File: src/rtl/br_pkg.sv
// Shared types and constants for the branch resolve unit: branch condition
// encoding, control-flow opcodes and the 2-bit BHT counter with its
// saturating update helpers.
package br_pkg;

  typedef enum logic [2:0] {
    BEQ  = 3'd0,
    BNE  = 3'd1,
    BLT  = 3'd2,
    BGE  = 3'd3,
    BLTU = 3'd4,
    BGEU = 3'd5
  } br_type_e;

  localparam logic [6:0] OP_BRANCH = 7'b1100011;
  localparam logic [6:0] OP_JAL    = 7'b1101111;
  localparam logic [6:0] OP_JALR   = 7'b1100111;

  typedef logic [1:0] bht_cnt_t;

  // Count towards strongly taken, sticking at 2'b11.
  function automatic bht_cnt_t sat_inc(input bht_cnt_t c);
    return (c == 2'b11) ? c : c + 2'b01;
  endfunction

  // Count towards strongly not-taken, sticking at 2'b00.
  function automatic bht_cnt_t sat_dec(input bht_cnt_t c);
    return (c == 2'b00) ? c : c - 2'b01;
  endfunction

endpackage

File: src/rtl/br_cmp.sv
// Combinational branch comparator. A single XLEN+1 bit subtraction yields
// equality, signed less-than and unsigned less-than; br_type selects which
// of them (or its complement) becomes the branch condition.
module br_cmp
  import br_pkg::*;
#(
  parameter int XLEN = 32
) (
  input  logic [XLEN-1:0] rs1,
  input  logic [XLEN-1:0] rs2,
  input  logic [2:0]      br_type,
  output logic            cond
);

  logic [XLEN:0] diff;
  logic          eq;
  logic          ovf;
  logic          lt;
  logic          ltu;

  assign diff = {1'b0, rs1} - {1'b0, rs2};
  assign eq   = (diff[XLEN-1:0] == '0);
  // Signed overflow: operands of differing sign and the result sign
  // disagrees with rs1.
  assign ovf  = (rs1[XLEN-1] ^ rs2[XLEN-1]) & (diff[XLEN-1] ^ rs1[XLEN-1]);
  assign lt   = diff[XLEN-1] ^ ovf;
  assign ltu  = diff[XLEN];

  // Select the condition for the branch type; types 6/7 never take.
  always_comb begin
    // NOTE: default assigned first so no path leaves cond unassigned (no latch).
    cond = 1'b0;
    case (br_type)
      BEQ:     cond = eq;
      BNE:     cond = ~eq;
      BLT:     cond = lt;
      BGE:     cond = ~lt;
      BLTU:    cond = ltu;
      BGEU:    cond = ~ltu;
      default: cond = 1'b0;
    endcase
  end

endmodule

File: src/rtl/branch_resolve_unit.sv
// Resolves conditional branches and jumps in EX, raises a registered
// flush/redirect on mispredict, maintains the 2-bit BHT used for the fetch
// prediction and counts resolved branches and mispredictions.
module branch_resolve_unit
  import br_pkg::*;
#(
  parameter int       XLEN        = 32,
  parameter int       BHT_ENTRIES = 16,
  parameter bht_cnt_t CNT_INIT    = 2'b01
) (
  input  logic            clk,
  input  logic            rst_n,
  input  logic            stall_i,
  input  logic [XLEN-1:0] pc_if_i,
  output logic            pred_taken_if_o,
  input  logic            valid_ex_i,
  input  logic [6:0]      opcode_ex_i,
  input  logic [2:0]      br_type_ex_i,
  input  logic [XLEN-1:0] rs1_ex_i,
  input  logic [XLEN-1:0] rs2_ex_i,
  input  logic [XLEN-1:0] pc_ex_i,
  input  logic [XLEN-1:0] target_ex_i,
  input  logic            pred_taken_ex_i,
  output logic            br_taken_o,
  output logic            flush_o,
  output logic [XLEN-1:0] redirect_pc_o,
  input  logic            perf_clr_i,
  output logic [XLEN-1:0] br_cnt_o,
  output logic [XLEN-1:0] mispred_cnt_o
);

  localparam int IDX_W = $clog2(BHT_ENTRIES);

  bht_cnt_t         bht [BHT_ENTRIES];
  logic [IDX_W-1:0] if_idx;
  logic [IDX_W-1:0] ex_idx;
  logic             cond;
  logic             is_br;
  logic             is_jmp;
  logic             act_taken;
  logic             res;
  logic             mis;
  logic             unused_pc_if_bits;

  // Only the word-index bits of the fetch PC address the table.
  assign unused_pc_if_bits = ^{pc_if_i[XLEN-1:IDX_W+2], pc_if_i[1:0]};

  assign if_idx = pc_if_i[IDX_W+1:2];
  assign ex_idx = pc_ex_i[IDX_W+1:2];

  br_cmp #(.XLEN(XLEN)) u_cmp (
    .rs1     (rs1_ex_i),
    .rs2     (rs2_ex_i),
    .br_type (br_type_ex_i),
    .cond    (cond)
  );

  // Classify the EX instruction and decide whether it resolves this cycle;
  // anything in EX while a flush is outstanding is wrong-path.
  always_comb begin
    is_br     = (opcode_ex_i == OP_BRANCH);
    is_jmp    = (opcode_ex_i == OP_JAL) || (opcode_ex_i == OP_JALR);
    act_taken = is_jmp ? 1'b1 : (is_br ? cond : 1'b0);
    res       = valid_ex_i & ~stall_i & ~flush_o & (is_br | is_jmp);
    mis       = res & (act_taken != pred_taken_ex_i);
  end

  // Fetch prediction reads the stored counter; a same-cycle EX update is
  // not bypassed.
  assign pred_taken_if_o = bht[if_idx][1];

  // Train the BHT with the outcome of resolved conditional branches.
  always_ff @(posedge clk or negedge rst_n) begin
    if (!rst_n) begin
      // NOTE: the table is a handful of flops, not a RAM, so every entry
      // takes a known reset value instead of being left undefined.
      for (int i = 0; i < BHT_ENTRIES; i++) bht[i] <= CNT_INIT;
    end else if (res && is_br) begin
      // NOTE: non-blocking so every flop samples pre-edge values.
      bht[ex_idx] <= act_taken ? sat_inc(bht[ex_idx]) : sat_dec(bht[ex_idx]);
    end
  end

  // Registered resolve outcome: flush pulse, taken flag and redirect PC.
  always_ff @(posedge clk or negedge rst_n) begin
    if (!rst_n) begin
      flush_o       <= 1'b0;
      br_taken_o    <= 1'b0;
      redirect_pc_o <= '0;
    end else begin
      flush_o    <= mis;
      br_taken_o <= res & act_taken;
      if (mis) begin
        redirect_pc_o <= act_taken ? target_ex_i : pc_ex_i + XLEN'(4);
      end
    end
  end

  // Performance counters; a clear wins over a same-cycle increment.
  always_ff @(posedge clk or negedge rst_n) begin
    if (!rst_n) begin
      br_cnt_o      <= '0;
      mispred_cnt_o <= '0;
    end else if (perf_clr_i) begin
      br_cnt_o      <= '0;
      mispred_cnt_o <= '0;
    end else begin
      if (res) br_cnt_o      <= br_cnt_o + XLEN'(1);
      if (mis) mispred_cnt_o <= mispred_cnt_o + XLEN'(1);
    end
  end

endmodule

File: config.mk
export PLATFORM = sky130hd
export DESIGN_NAME = branch_resolve_unit
export DESIGN_NICKNAME = d
export VERILOG_FILES = /design/src/rtl/br_pkg.sv /design/src/rtl/br_cmp.sv /design/src/rtl/branch_resolve_unit.sv
export SDC_FILE = /design/constraint.sdc
export NUM_CORES = 1
export LEC_CHECK = 0
export CAP_MARGIN = 20
export CORE_MARGIN = 1.5
export CORE_UTILIZATION = 48
export CTS_CLUSTER_DIAMETER = 40
export DETAILED_ROUTE_END_ITERATION = 8
export PLACE_DENSITY_LB_ADDON = 0.3
export SLEW_MARGIN = 0
export SYNTH_ARGS = -nofsm -noshare
export SYNTH_HDL_FRONTEND = slang
export SYNTH_SLANG_ARGS = --single-unit
File: constraint.sdc
create_clock -name clk -period 6.2 [get_ports clk]
set_input_delay 0.93 -clock clk [delete_from_list [all_inputs] [get_ports clk]]
set_output_delay 0.93 -clock clk [all_outputs]
set_load 0.05 [all_outputs]
[Yosys cells after proc, flatten, opt, wreduce, memory -nomap -nowiden]
Index checks and enable logic that the tools add are counted.
Word-level totals
  register bits after elaboration: 130
  bits of input ports: 176
  output and inout bits: 99
  logic and storage cells: 85
Cells by class
  $add $sub $neg: 6
  magnitude comparators: 3
  equality and inequality tests: 10
  multiplexer cells: 20
  bitwise logic cells: 17
  reduce and logical (&&, ||, !) cells: 8
Operator list (count)
  2-to-1 mux 32 bit: 5
  adder 32 x 1 -> 32 bit, second input constant: 2
  subtractor 32 x 32 -> 33 bit: 1
  adder 32 x 3 -> 32 bit, second input constant: 1
  bitwise mux 32 bit: 1
  zero test 32 bit: 1
  == test 7 bit, second input constant: 3
  binary-select mux 2 bit (select 4 bit): 2
  2-to-1 mux 2 bit: 8
  >= comparator 5 bit, second input constant: 2
  inverter 4 -> 5 bit: 2
  demux 2 bit (select 4 bit): 1
  AND 1 bit: 6
  == test 3 x 2 -> 1 bit, second input constant: 2
  == test 3 bit, second input constant: 2
  case mux 1 bit (6 select lines): 1
  less-than comparator 5 x 1 -> 1 bit, second input constant: 1
  inverter 1 bit: 5
  nonzero test 2 bit: 2
  == test 3 x 1 -> 1 bit, second input constant: 1
  zero test 3 bit: 1
  XOR 1 bit: 3
  adder 2 x 1 -> 2 bit, second input constant: 1
  == test 2 bit, second input constant: 1
  7 further kinds: 9

[Logic depth before layout (Yosys ltp)]
Gate-level depths: netlist of the first run.
  depth after elaboration: 12
  gate-level depth with buffers: 29
  mapped depth without buffers: 26

[Modules after synthesis]
From an unflattened synthesis of the first run, not the netlist that was laid out.
Unflattened totals
  cells, all modules: 1130
  area, all modules: 9769.4 um2
Modules (own cells, without submodules)
  branch_resolve_unit: instances 1, cells an instance 761, area an instance 7335.8 um2, seq. area each 3273.1 um2
  br_cmp: instances 1, cells an instance 369, area an instance 2433.6 um2, seq. area each 0.0 um2

[Worst setup path after synthesis of the first run]
OpenSTA, ideal clock, no wires.
  kind: input-to-reg
  start: input port rs2_ex_i[4]
  end: register mispred_cnt_o[13]
  setup time: 0.078 ns
  data arrival time: 6.390 ns
  required time: 6.122 ns
  slack: -0.268 ns
  stages: 27
  buffers on the path: 2
  cells stage by stage: inv_1 ha_1 o211ai_1 a21o_1 a311oi_1 o211ai_1 a21oi_1 o21a_1 o21ai_0 nand2b_1 a21o_1 a21oi_1 fa_1 nand3_1 a21o_1 nor4_1 nand3_1 a2111oi_2 or4b_1 a2111oi_2 a31oi_1 or4_1 buf_4 xnor2_4 clkbuf_1 or4_1 a21oi_1
On the way
  cells in the longest elaborated chain, start to end: 11
  elaborated cells on any way between the ends: 14
  classes of those cells: add/sub: 1; eq/ne: 1; mux: 3; bitwise: 7; reduce/logical: 2
Ends and longest elaborated chain
  from (decl): line branch_resolve_unit.sv:20  | input logic [XLEN-1:0] rs2_ex_i,
  subtractor 32 x 32 -> 33 bit (*): line br_cmp.sv:21  | assign diff = {1'b0, rs1} - {1'b0, rs2};
  XOR 1 bit: line br_cmp.sv:25  | assign ovf = (rs1[XLEN-1] ^ rs2[XLEN-1]) & (diff[XLEN-1] ^ rs1[XLEN-1]);
  AND 1 bit: line br_cmp.sv:25
  XOR 1 bit: line br_cmp.sv:26  | assign lt = diff[XLEN-1] ^ ovf;
  inverter 1 bit: line br_cmp.sv:37  | BGE: cond = ~lt;
  case mux 1 bit (6 select lines) (*): line br_cmp.sv:33  | case (br_type)
  2-to-1 mux 1 bit (*) (2 in a row): line branch_resolve_unit.sv:63  | act_taken = is_jmp ? 1'b1 : (is_br ? cond : 1'b0);
  != test 1 bit (*): line branch_resolve_unit.sv:65  | mis = res & (act_taken != pred_taken_ex_i);
  AND 1 bit (*): line branch_resolve_unit.sv:65
  nonzero test 2 bit (no line) (*)
  to (signal assigned): line branch_resolve_unit.sv:109  | if (mis) mispred_cnt_o <= mispred_cnt_o + XLEN'(1);
  to (decl): line branch_resolve_unit.sv:29  | output logic [XLEN-1:0] mispred_cnt_o
Mark *: on every way between the ends. The rest lies on a longest branch, timed or not.
A chain may end at the register's enable or synchronous reset.

[Final worst setup path of the first run]
  start: input port rs1_ex_i[9]
  end: register mispred_cnt_o[9]
On the way
  cells in the longest elaborated chain, start to end: 11
  elaborated cells on any way between the ends: 14
  classes of those cells: add/sub: 1; eq/ne: 1; mux: 3; bitwise: 7; reduce/logical: 2
Ends and longest elaborated chain
  from (decl): line branch_resolve_unit.sv:19  | input logic [XLEN-1:0] rs1_ex_i,
  subtractor 32 x 32 -> 33 bit (*): line br_cmp.sv:21
  XOR 1 bit: line br_cmp.sv:25
  AND 1 bit: line br_cmp.sv:25
  XOR 1 bit: line br_cmp.sv:26
  inverter 1 bit: line br_cmp.sv:37
  case mux 1 bit (6 select lines) (*): line br_cmp.sv:33
  2-to-1 mux 1 bit (*) (2 in a row): line branch_resolve_unit.sv:63
  != test 1 bit (*): line branch_resolve_unit.sv:65
  AND 1 bit (*): line branch_resolve_unit.sv:65
  nonzero test 2 bit (no line) (*)
Marks and branches as above.

==> impl_metrics.toml, run 1 <==
[clock_tree]
tritoncts_num_sinks = 130
cts.root.buffer_cell = "clkbuf_16"
clockBufferDepth = 2
worstSkewPairLatency_ns = 0.43
ctsHtreeMaxLevel = 4
cts_made_buffers = 17
cts.reportedPaths.clkPinSlew_ns = 0.07
ctsHoldBuffers = 0
cts_tree = "built"

[setup_path]
timing.critical_path.from_type = "input pin"
timing_worst_setup_path_type = "input pin to register"
critical_path_required_ns = 6.55
arrival_time_of_data_at_the_critical_path_endpoint_ns = 6.46
crit_path_max_fanout = 7
worst_setup_path_end_kind = "register"

[yosys]
synth-seq-area-share = 0.332
synthesis.nets = 1409
synth.distinct_cells = 67
netlist_area_um2 = 9860
post_synth_edffs = 0
synth_area_leaders = "dfrtp_1 29%, a21oi_1 6.4%, nand2_1 5.8%"
syn_area_per_cell_um2 = 8.27
area_share_of_the_largest_cell_type_after_synthesis = 0.289
synth-main-ff-cell = "dfrtp_1"
ys_seq_elements = 130
ys_async_sr_fraction = 1.00
yosysTopAreaCell = "dfrtp_1"
synth_warnings = 0
syn_inst = 1193

[layout]
post_route_cells_drive_above_1_share = 0.207
most_frequent_standard_cell_in_the_layout_excluding_fill_and_tap_cells = "clkdlybuf4s50_1"
finalCoreUtilization = 0.721
final-instance-count-excl-fill = 1795
layout_nets = 1726
most_frequent_cells_in_the_layout = "200 x clkdlybuf4s50_1, 150 x nand2_1, 116 x a21oi_1, 114 x dfrtp_1, 97 x buf_4"
syn_to_final_growth_pct = 47.4
finalInstanceArea_um2 = 14500

[sta]
maxSlewHeadroom = 0.382
final.setup_skew_ns = 0.0116
final_period_minus_worst_setup_slack_ns = 6.12
timing_worst_slew_pin_value_ns = 0.920
rsz_0062_raised_after_global_routing = "yes"
fin_ws_ns = 0.0841
hold_viol = 0
slew_viol_final = 0
final_setup_violating_endpoints = 0
hold_ws_ns = 0.462
max_clock_freq_mhz = 164
finalSetupTns_ns = 0
period_share = 0.986

[detailed_routing]
detail-route-antenna-nets = 0
starting_drt_drc_count = 692
viasPerCell = 6.00
wirelength_mm = 32.8
via_count = 10800
routed_wire_length_per_instance_um = 18.3
drtPass1Iterations = 6
detail_route.drc_violations = 0

[floorplanning]
ioPinCount = 275
die_w_um = 146
std_cell_rows = 52
die_area_um2 = 21400
initial_core_utilization = 0.489
floorplan.core_area_um2 = 20200
die_h_um = 146

[power]
p_per_area_nw_per_um2 = 166
power.ir.vdd_worst_mv = 0.176
report.power.total_mw = 2.42
leakage_power_nw = 5.75

[run]
number_of_violations_of_the_max_capacitance_limit = 0

[placement]
post-place-ws_ns = -1.25
dpl_cell_area_um2 = 13200
hpwl_mm = 22.9
place_congestion = 0.939
placed_cells_incl_taps = 1735
numPortBuffers = 246

[outcome]
result_of_the_run = "completed"

[global_route]
grt_start_max_net_pins = 72
number_of_global_route_vias_before_repair = 10400
grtUsageTotal = 0.303
grt_pass1_wl_mm = 52.3
initial_antenna_violation_count = 2
grt_remaining_overflow = 0

[worst_hold_path]
holdCritPathClass = "register to register"
## cell type report
class	count	area (um^2)
inverter	61	239
clock buffer	18	439
tap	270	338
fill	1556	5630
timing repair buffer	361	3550
multi-input combinational	939	6560
sequential	130	3270
antenna	2	5.00
clock inverter	14	133
## where the power goes
| group | switching, mW | internal, mW |
|---|---|---|
| Combinational | 0.301 | 0.285 |
| Clock | 0.432 | 0.543 |
| Sequential | 0.00347 | 0.854 |
## registers in the layout (all words and copies together) (netlist names)
register       count
redirect_pc_o     32
flush_o            1
br_taken_o         1
br_cnt_o          32
mispred_cnt_o     32
bht               32
## final timing paths
check                       startpoint                 to  slack [ns]  cells after the start
setup / recovery           rs1_ex_i[9]   mispred_cnt_o[9]        0.08                     25
hold / removal                 bht[26]            bht[26]        0.46                      2
setup reg to reg               flush_o  mispred_cnt_o[31]        3.32                      6
hold reg to reg                bht[26]            bht[26]        0.46                      2
max in group asynchronous        rst_n            bht[11]        4.22                      2
min in group asynchronous        rst_n  mispred_cnt_o[21]        0.63                      1
## critical path: stages
cell,delay (ns)
dlygate4sd2_1,0.26
ha_4,0.28
nand4_1,0.11
a311oi_2,0.32
o211ai_1,0.18
a21oi_2,0.18
o21a_1,0.13
o21ai_1,0.06
nand2b_1,0.07
a21o_1,0.13
a21oi_2,0.06
fa_1,0.49
nand3_1,0.08
a21o_1,0.16
nor4_2,0.20
nand3_1,0.12
a2111oi_2,0.22
or4b_4,0.52
a2111oi_4,0.23
a31oi_1,0.12
or4_4,0.47
xnor2_4,0.23
buf_12,0.22
or4_4,0.50
a21oi_1,0.17
## kinds of logic after synthesis
| group | count (synthesis) | synth area share |
|---|---|---|
| adders and majority gates | 40 | 0.0523 |
| AOI/OAI and AO/OA | 351 | 0.214 |
| muxes | 48 | 0.0709 |
| and+or+nand+nor | 439 | 0.221 |
| buffers and inverters | 125 | 0.0549 |
| xor gates and xnor gates | 60 | 0.0552 |
| DFF | 130 | 0.332 |
## timing repair
action	CTS	global route
buffers inserted	13	4
endpoints found under the setup margin	98	97
gates cloned	8	2
gates resized for setup	151	40
pin swaps	33	16
## per-layer routing
layer,vias to the layer above,share of wire,global-route usage
met5,-,0,0
met4,0,0.043,0.140
met3,97,0.067,0.0413
li1,5027,-,-
met2,494,0.48,0.500
met1,5152,0.41,0.395
## cells in the mapped netlist (8+ instances only)
cell,count
buf_1,8
dfrtp_1,114
o31ai_1,30
ha_1,38
xor2_1,39
mux4_2,15
a21oi_1,126
inv_1,61
nand3_1,47
nand2_1,153
o21ai_0,64
nor2b_1,8
mux2_2,25
o21ai_1,14
or4_1,31
a21o_1,11
nor2_1,77
or3_1,21
mux2i_1,8
dfstp_2,16
xnor2_1,20
nor3_1,10
clkbuf_1,36
and3_1,24
o21a_1,10
nand4_1,25
and2_1,9
o22ai_1,49
(Power assumes the default switching activity.)
==> run 2: changes to the inputs <==
- CELL_PAD_IN_SITES_DETAIL_PLACEMENT: unset -> 2
- CELL_PAD_IN_SITES_GLOBAL_PLACEMENT: unset -> 2
- CORE_UTILIZATION: 48 -> 31
- SYNTH_HIERARCHICAL: unset -> 1
==> run 2 against run 1 <==
  * The flow now finishes with violations (negative setup slack)
  * Clock skew up 0.0019 ns
  * Sequential power up 3.3%
  * Synthesized cell count down 5.3%
  * Die area up 52%
  * Final area up 8.6%
  * Maximum frequency down 18%
  * Critical path depth up 5
  * Clock power up 13%
  * Wire length up 100%
  * Hold slack worse by 0.0025 ns
==> impl_metrics.toml, run 2 <==
[sta]
hold_viol = 0
fin_ws_ns = -1.23
timing_worst_slew_pin_value_ns = 1.14
slew_viol_final = 0
max_clock_freq_mhz = 135
maxSlewHeadroom = 0.229
final.setup_skew_ns = 0.0134
period_share = 1.20
finalSetupTns_ns = -73.83
final_setup_violating_endpoints = 98
rsz_0062_raised_after_global_routing = "yes"
final_period_minus_worst_setup_slack_ns = 7.43

[detailed_routing]
viasPerCell = 6.48
drtPass1Iterations = 6
wirelength_mm = 65.6
detail-route-antenna-nets = 0
detail_route.drc_violations = 0
via_count = 12600
starting_drt_drc_count = 1026
routed_wire_length_per_instance_um = 33.8

[placement]
placed_cells_incl_taps = 1832
place_congestion = 0.863
hpwl_mm = 30.7
numPortBuffers = 246
post-place-ws_ns = -1.36

[floorplanning]
initial_core_utilization = 0.317
die_w_um = 181
floorplan.core_area_um2 = 30800
die_area_um2 = 32600
ioPinCount = 275
die_h_um = 181
std_cell_rows = 64

[power]
leakage_power_nw = 6.39
power.ir.vdd_worst_mv = 0.164
report.power.total_mw = 2.86
p_per_area_nw_per_um2 = 181

[setup_path]
arrival_time_of_data_at_the_critical_path_endpoint_ns = 7.81
timing.critical_path.from_type = "input pin"
worst_setup_path_end_kind = "register"
timing_worst_setup_path_type = "input pin to register"
critPathSlowestCell = "fa_1"
worst_path_largest_cell_delay_ns = 0.66
critical_path_required_ns = 6.59
path_delay_family = "compound AO/OA/AOI/OAI gates"
flop2flop_setup_slack_ns = 2.76
cp_num_buf_inv = 5
crit_path_max_fanout = 5
worst_r2r_path_depth = 7
reg2reg_to = "mispred_cnt_o[23]"
timing.rr.start = "mispred_cnt_o[4]"

[layout]
most_frequent_standard_cell_in_the_layout_excluding_fill_and_tap_cells = "clkdlybuf4s50_1"
finalCoreUtilization = 0.512
post_route_cells_drive_above_1_share = 0.303
layout_nets = 1742
most_frequent_cells_in_the_layout = "208 x clkdlybuf4s50_1, 152 x buf_4, 114 x dfrtp_1, 88 x nand2_1, 64 x nor2_1"
syn_to_final_growth_pct = 61.7
final-instance-count-excl-fill = 1942

[worst_hold_path]
holdCritPathClass = "input pin to asynchronous set/reset pin"

[yosys]
synth-main-ff-cell = "dfrtp_1"
post_synth_edffs = 0
netlist_area_um2 = 9770
synth.distinct_cells = 79
ys_seq_elements = 130
synth-seq-area-share = 0.335
synth.most_common_cell = "dfrtp_1"
ys_async_sr_fraction = 1.00
synthesis.nets = 1346
synth_area_leaders = "dfrtp_1 29%, ha_1 4.9%, mux2_2 4.5%"
syn_area_per_cell_um2 = 8.65
syn_inst = 1130
yosys-top-cells-count = "114 x dfrtp_1, 108 x nand2_1, 71 x a21oi_1"
area_share_of_the_largest_cell_type_after_synthesis = 0.292
synth_warnings = 6
yosysTopAreaCell = "dfrtp_1"

[global_route]
number_of_global_route_vias_before_repair = 13400
grt_pass1_wl_mm = 84.2
grtUsageTotal = 0.335
initial_antenna_violation_count = 6
grt_start_max_net_pins = 70
grt_remaining_overflow = 0

[clock_tree]
cts.root.buffer_cell = "clkbuf_16"
ctsHoldBuffers = 0
tritoncts_num_sinks = 130
ctsHtreeMaxLevel = 4
cts_made_buffers = 17
cts.reportedPaths.clkPinSlew_ns = 0.07
clockBufferDepth = 2
cts_tree = "built"
worstSkewPairLatency_ns = 0.45

[outcome]
result_of_the_run = "complete, but fails checks"
failing_checks = "negative setup slack"

[run]
number_of_violations_of_the_max_capacitance_limit = 0
[run 2: changes by cell type in the layout (fill, tap and decap cells not counted), sizes merged, moves of 19 or more]
cell	before	now
a21oi	128	72
buf	121	198
nand2	153	109
nand3	47	68
o211ai	6	25
o21ai	81	57
o22ai	49	8
xor2	39	20
[run 2: cell families after synthesis]
logic type | share of synthesized area
buffers and inverters | 0.0528
multiplexers | 0.0925
AO/OA/AOI/OAI | 0.188
XOR/XNOR | 0.0412
AND/OR/NAND/NOR | 0.236
flip-flops | 0.335
adder cells (fa/ha/maj) | 0.0551
[run 2: power breakdown]
part           internal (mW)  total (mW)  switching (mW)  leakage, nW
Sequential             0.865       0.885          0.0198         1.75
Clock                  0.578        1.10           0.524        0.279
Combinational          0.369       0.876           0.507         4.36
[run 2: cell type report]
type / count / area (um^2)
Sequential cell: 130 / 3270
Inverter: 69 / 279
Antenna cell: 7 / 17.5
Tap cell: 396 / 495
Multi-Input combinational cell: 877 / 7080
Timing Repair Buffer: 431 / 4060
Clock inverter: 14 / 145
Clock buffer: 18 / 439
Fill cell: 3131 / 15000
[run 2: how the worst max path moves through the flow]
stage,startpoint,to,slack (ns),depth (start not counted)
CTS,rs2_ex_i[4],mispred_cnt_o[5],-0.24,30
finish,rs1_ex_i[5],redirect_pc_o[29],-1.23,30
global route,rs2_ex_i[6],redirect_pc_o[29],-1.38,31
global placement,rs2_ex_i[3],mispred_cnt_o[15],-1.12,28
floorplan,rs2_ex_i[3],mispred_cnt_o[15],-0.24,28
detailed placement,rs2_ex_i[1],mispred_cnt_o[15],-1.36,28
[run 2: worst register-to-register path, delay by kind of cell (launching register included)]
family	cells	cell delay (ns)
flip-flops	1	0.55
AO/OA/AOI/OAI	2	0.35
AND/OR/NAND/NOR	3	1.90
buffers and inverters	2	0.55
[run 2: through the flow]
stage                     hold WS (ns)  cell area, um^2
after floorplan                  0.491             9910
after global placement           0.459            13500
after detailed placement         0.472            13500
after CTS                        0.475            15400
after global routing             0.484            15800
final                            0.459            15800
[run 2: timing repair]
item / CTS / global route
gates cloned: 7 / 1
setup endpoints to repair: 98 / 98
pin swaps: 81 / 33
setup buffers: 55 / 15
resized for setup: 254 / 100
[run 2: routing by layer]
metal / up-vias / global-route usage / routed length (um)
li1: 5012 / - / -
met1: 6401 / 0.383 / 24100
met2: 816 / 0.594 / 31600
met3: 349 / 0.0521 / 4200
met4: 0 / 0.195 / 5650
met5: - / 0 / 0
==> run 3: changes to the inputs <==
- CAP_MARGIN: 20 -> unset
- SKIP_LAST_GASP: unset -> 1
==> run 3 against run 2 <==
  * The run still ends with negative setup slack left
  * Combinational power down 2%
  * Sequential share of layout area is 0.069 points higher
  * Maximum frequency rose by 2.8%
  * Non-clock buffer count is 2 higher
  * Sequential power is essentially flat
  * Total power down 0.75%
  * Via count shrank 2.7%
  * Critical path depth down 2
  * Global-route usage is 0.55 points lower
  * Register-to-register slack got worse by 0.50 ns
  * Final cell count about the same
  * Count of clock-buffer cells in the layout is the same
  * Critical endpoint is now mispred_cnt_o[15]
  * Largest cell class unchanged
==> impl_metrics.toml, run 3 (synthesis results as in run 2) <==
[setup_path]
crit_path_max_fanout = 5
worst_setup_path_end_kind = "register"
timing.rr.start = "mispred_cnt_o[3]"
timing_worst_setup_path_type = "input pin to register"
worst_path_largest_cell_delay_ns = 0.50
worst_r2r_path_depth = 6
timing.critical_path.from_type = "input pin"
critical_path_required_ns = 6.55
critPathSlowestCell = "fa_1"
reg2reg_to = "mispred_cnt_o[15]"
arrival_time_of_data_at_the_critical_path_endpoint_ns = 7.57
flop2flop_setup_slack_ns = 2.26

[global_route]
most_used_routing_layer_in_global_routing = "met2"
grt_use_met1 = 0.393
gr-usage-met2 = 0.573
grtUsageTotal = 0.330
grt_use_met3 = 0.0582
grt_pass1_wl_mm = 83.0
grt_start_max_net_pins = 70
grt_remaining_overflow = 0
initial_antenna_violation_count = 7
number_of_global_route_vias_before_repair = 13100

[floorplanning]
die_w_um = 181
initial_core_utilization = 0.317
die_area_um2 = 32600
std_cell_rows = 64
ioPinCount = 275
die_h_um = 181
floorplan.core_area_um2 = 30800

[clock_tree]
cts_made_buffers = 17
ctsHtreeMaxLevel = 4
worstSkewPairLatency_ns = 0.46
tritoncts_num_sinks = 130
cts_tree = "built"
cts.reportedPaths.clkPinSlew_ns = 0.07
clockBufferDepth = 2
cts.root.buffer_cell = "clkbuf_16"

[run]
number_of_violations_of_the_max_capacitance_limit = 0

[sta]
finalSetupTns_ns = -73.19
hold_ws_ns = 0.465
final.setup_skew_ns = 0.0184
period_share = 1.17
timing_worst_slew_pin_value_ns = 1.38
fin_ws_ns = -1.02
final_setup_violating_endpoints = 98
hold_viol = 0
maxSlewHeadroom = 0.0746
slew_viol_final = 0
final_period_minus_worst_setup_slack_ns = 7.22
max_clock_freq_mhz = 138
rsz_0062_raised_after_global_routing = "yes"

[placement]
hpwl_mm = 30.7
post-place-ws_ns = -1.36
place_congestion = 0.863
dpl_cell_area_um2 = 13500
numPortBuffers = 246

[layout]
layout_nets = 1744
syn_to_final_growth_pct = 61.1
finalInstanceArea_um2 = 15700
most_frequent_cells_in_the_layout = "208 x clkdlybuf4s50_1, 155 x buf_4, 114 x dfrtp_1, 93 x nand2_1, 65 x nor2_1"
post_route_cells_drive_above_1_share = 0.300
most_frequent_standard_cell_in_the_layout_excluding_fill_and_tap_cells = "clkdlybuf4s50_1"

[detailed_routing]
drtPass1Iterations = 5
detail-route-antenna-nets = 0
wirelength_mm = 62.1
viasPerCell = 6.30
detail_route.drc_violations = 0
via_count = 12200
routed_wire_length_per_instance_um = 32.0
starting_drt_drc_count = 1086

[power]
report.power.total_mw = 2.84
p_per_area_nw_per_um2 = 181
leakage_power_nw = 6.38
power.ir.vdd_worst_mv = 0.180

[outcome]
failing_checks = "negative setup slack"
result_of_the_run = "complete, but fails checks"

[worst_hold_path]
holdCritPathClass = "input pin to asynchronous set/reset pin"
-- run 3: area by class of cell --
class                   count  area [um^2]
inverters                  69          279
clock buffers              18          439
clock inverters            14          145
multi-input cells         877         7010
diodes                      6         15.0
fillers                  3150        15100
repair buffers            433         4090
well taps                 396          495
flip-flops and latches    130         3270
-- run 3: critical path: cells and delay by family --
family,cells,cell delay (ns)
AOI/OAI and AO/OA,13,2.62
adders and majority gates,2,0.79
buffers and inverters,3,0.63
muxes,1,0.24
and+or+nand+nor,9,2.34
-- run 3: through the flow --
stage,utilization,instances
detailed placement,0.439,1832
global route,0.511,1943
global placement,0.439,1832
finish,0.511,1943
CTS,0.497,1925
floorplan,-,1130
-- run 3: what timing repair did --
item,4_1_cts,5_1_grt
gates resized for setup,248,85
hold buffers,0,0
cloned,7,2
pin swaps,75,26
setup buffers,55,17
endpoints found under the setup margin,98,98
-- run 3: worst max-delay path by stage --
| stage | start | endpoint | slack (ns) | cells after the start |
|---|---|---|---|---|
| after detailed placement | rs2_ex_i[1] | mispred_cnt_o[15] | -1.36 | 28 |
| after global routing | rs1_ex_i[5] | mispred_cnt_o[15] | -1.19 | 28 |
| after floorplan | rs2_ex_i[3] | mispred_cnt_o[15] | -0.24 | 28 |
| final | rs1_ex_i[5] | mispred_cnt_o[15] | -1.02 | 28 |
| after global placement | rs2_ex_i[3] | mispred_cnt_o[15] | -1.12 | 28 |
| after CTS | rs2_ex_i[4] | mispred_cnt_o[15] | -0.25 | 29 |
-- run 3: report_power, final --
part | internal (mW) | total [mW] | leakage, nW | switching [mW]
sequential | 0.865 | 0.882 | 1.75 | 0.0169
clock | 0.578 | 1.10 | 0.279 | 0.523
combinational | 0.369 | 0.859 | 4.35 | 0.490
total | 1.81 | 2.84 | 6.38 | 1.03
-- run 3: metal layers --
metal	routed length [um]	part of all wire
met1	23800	0.38
met2	30700	0.49
met3	3450	0.056
met4	4120	0.066
met5	0	0
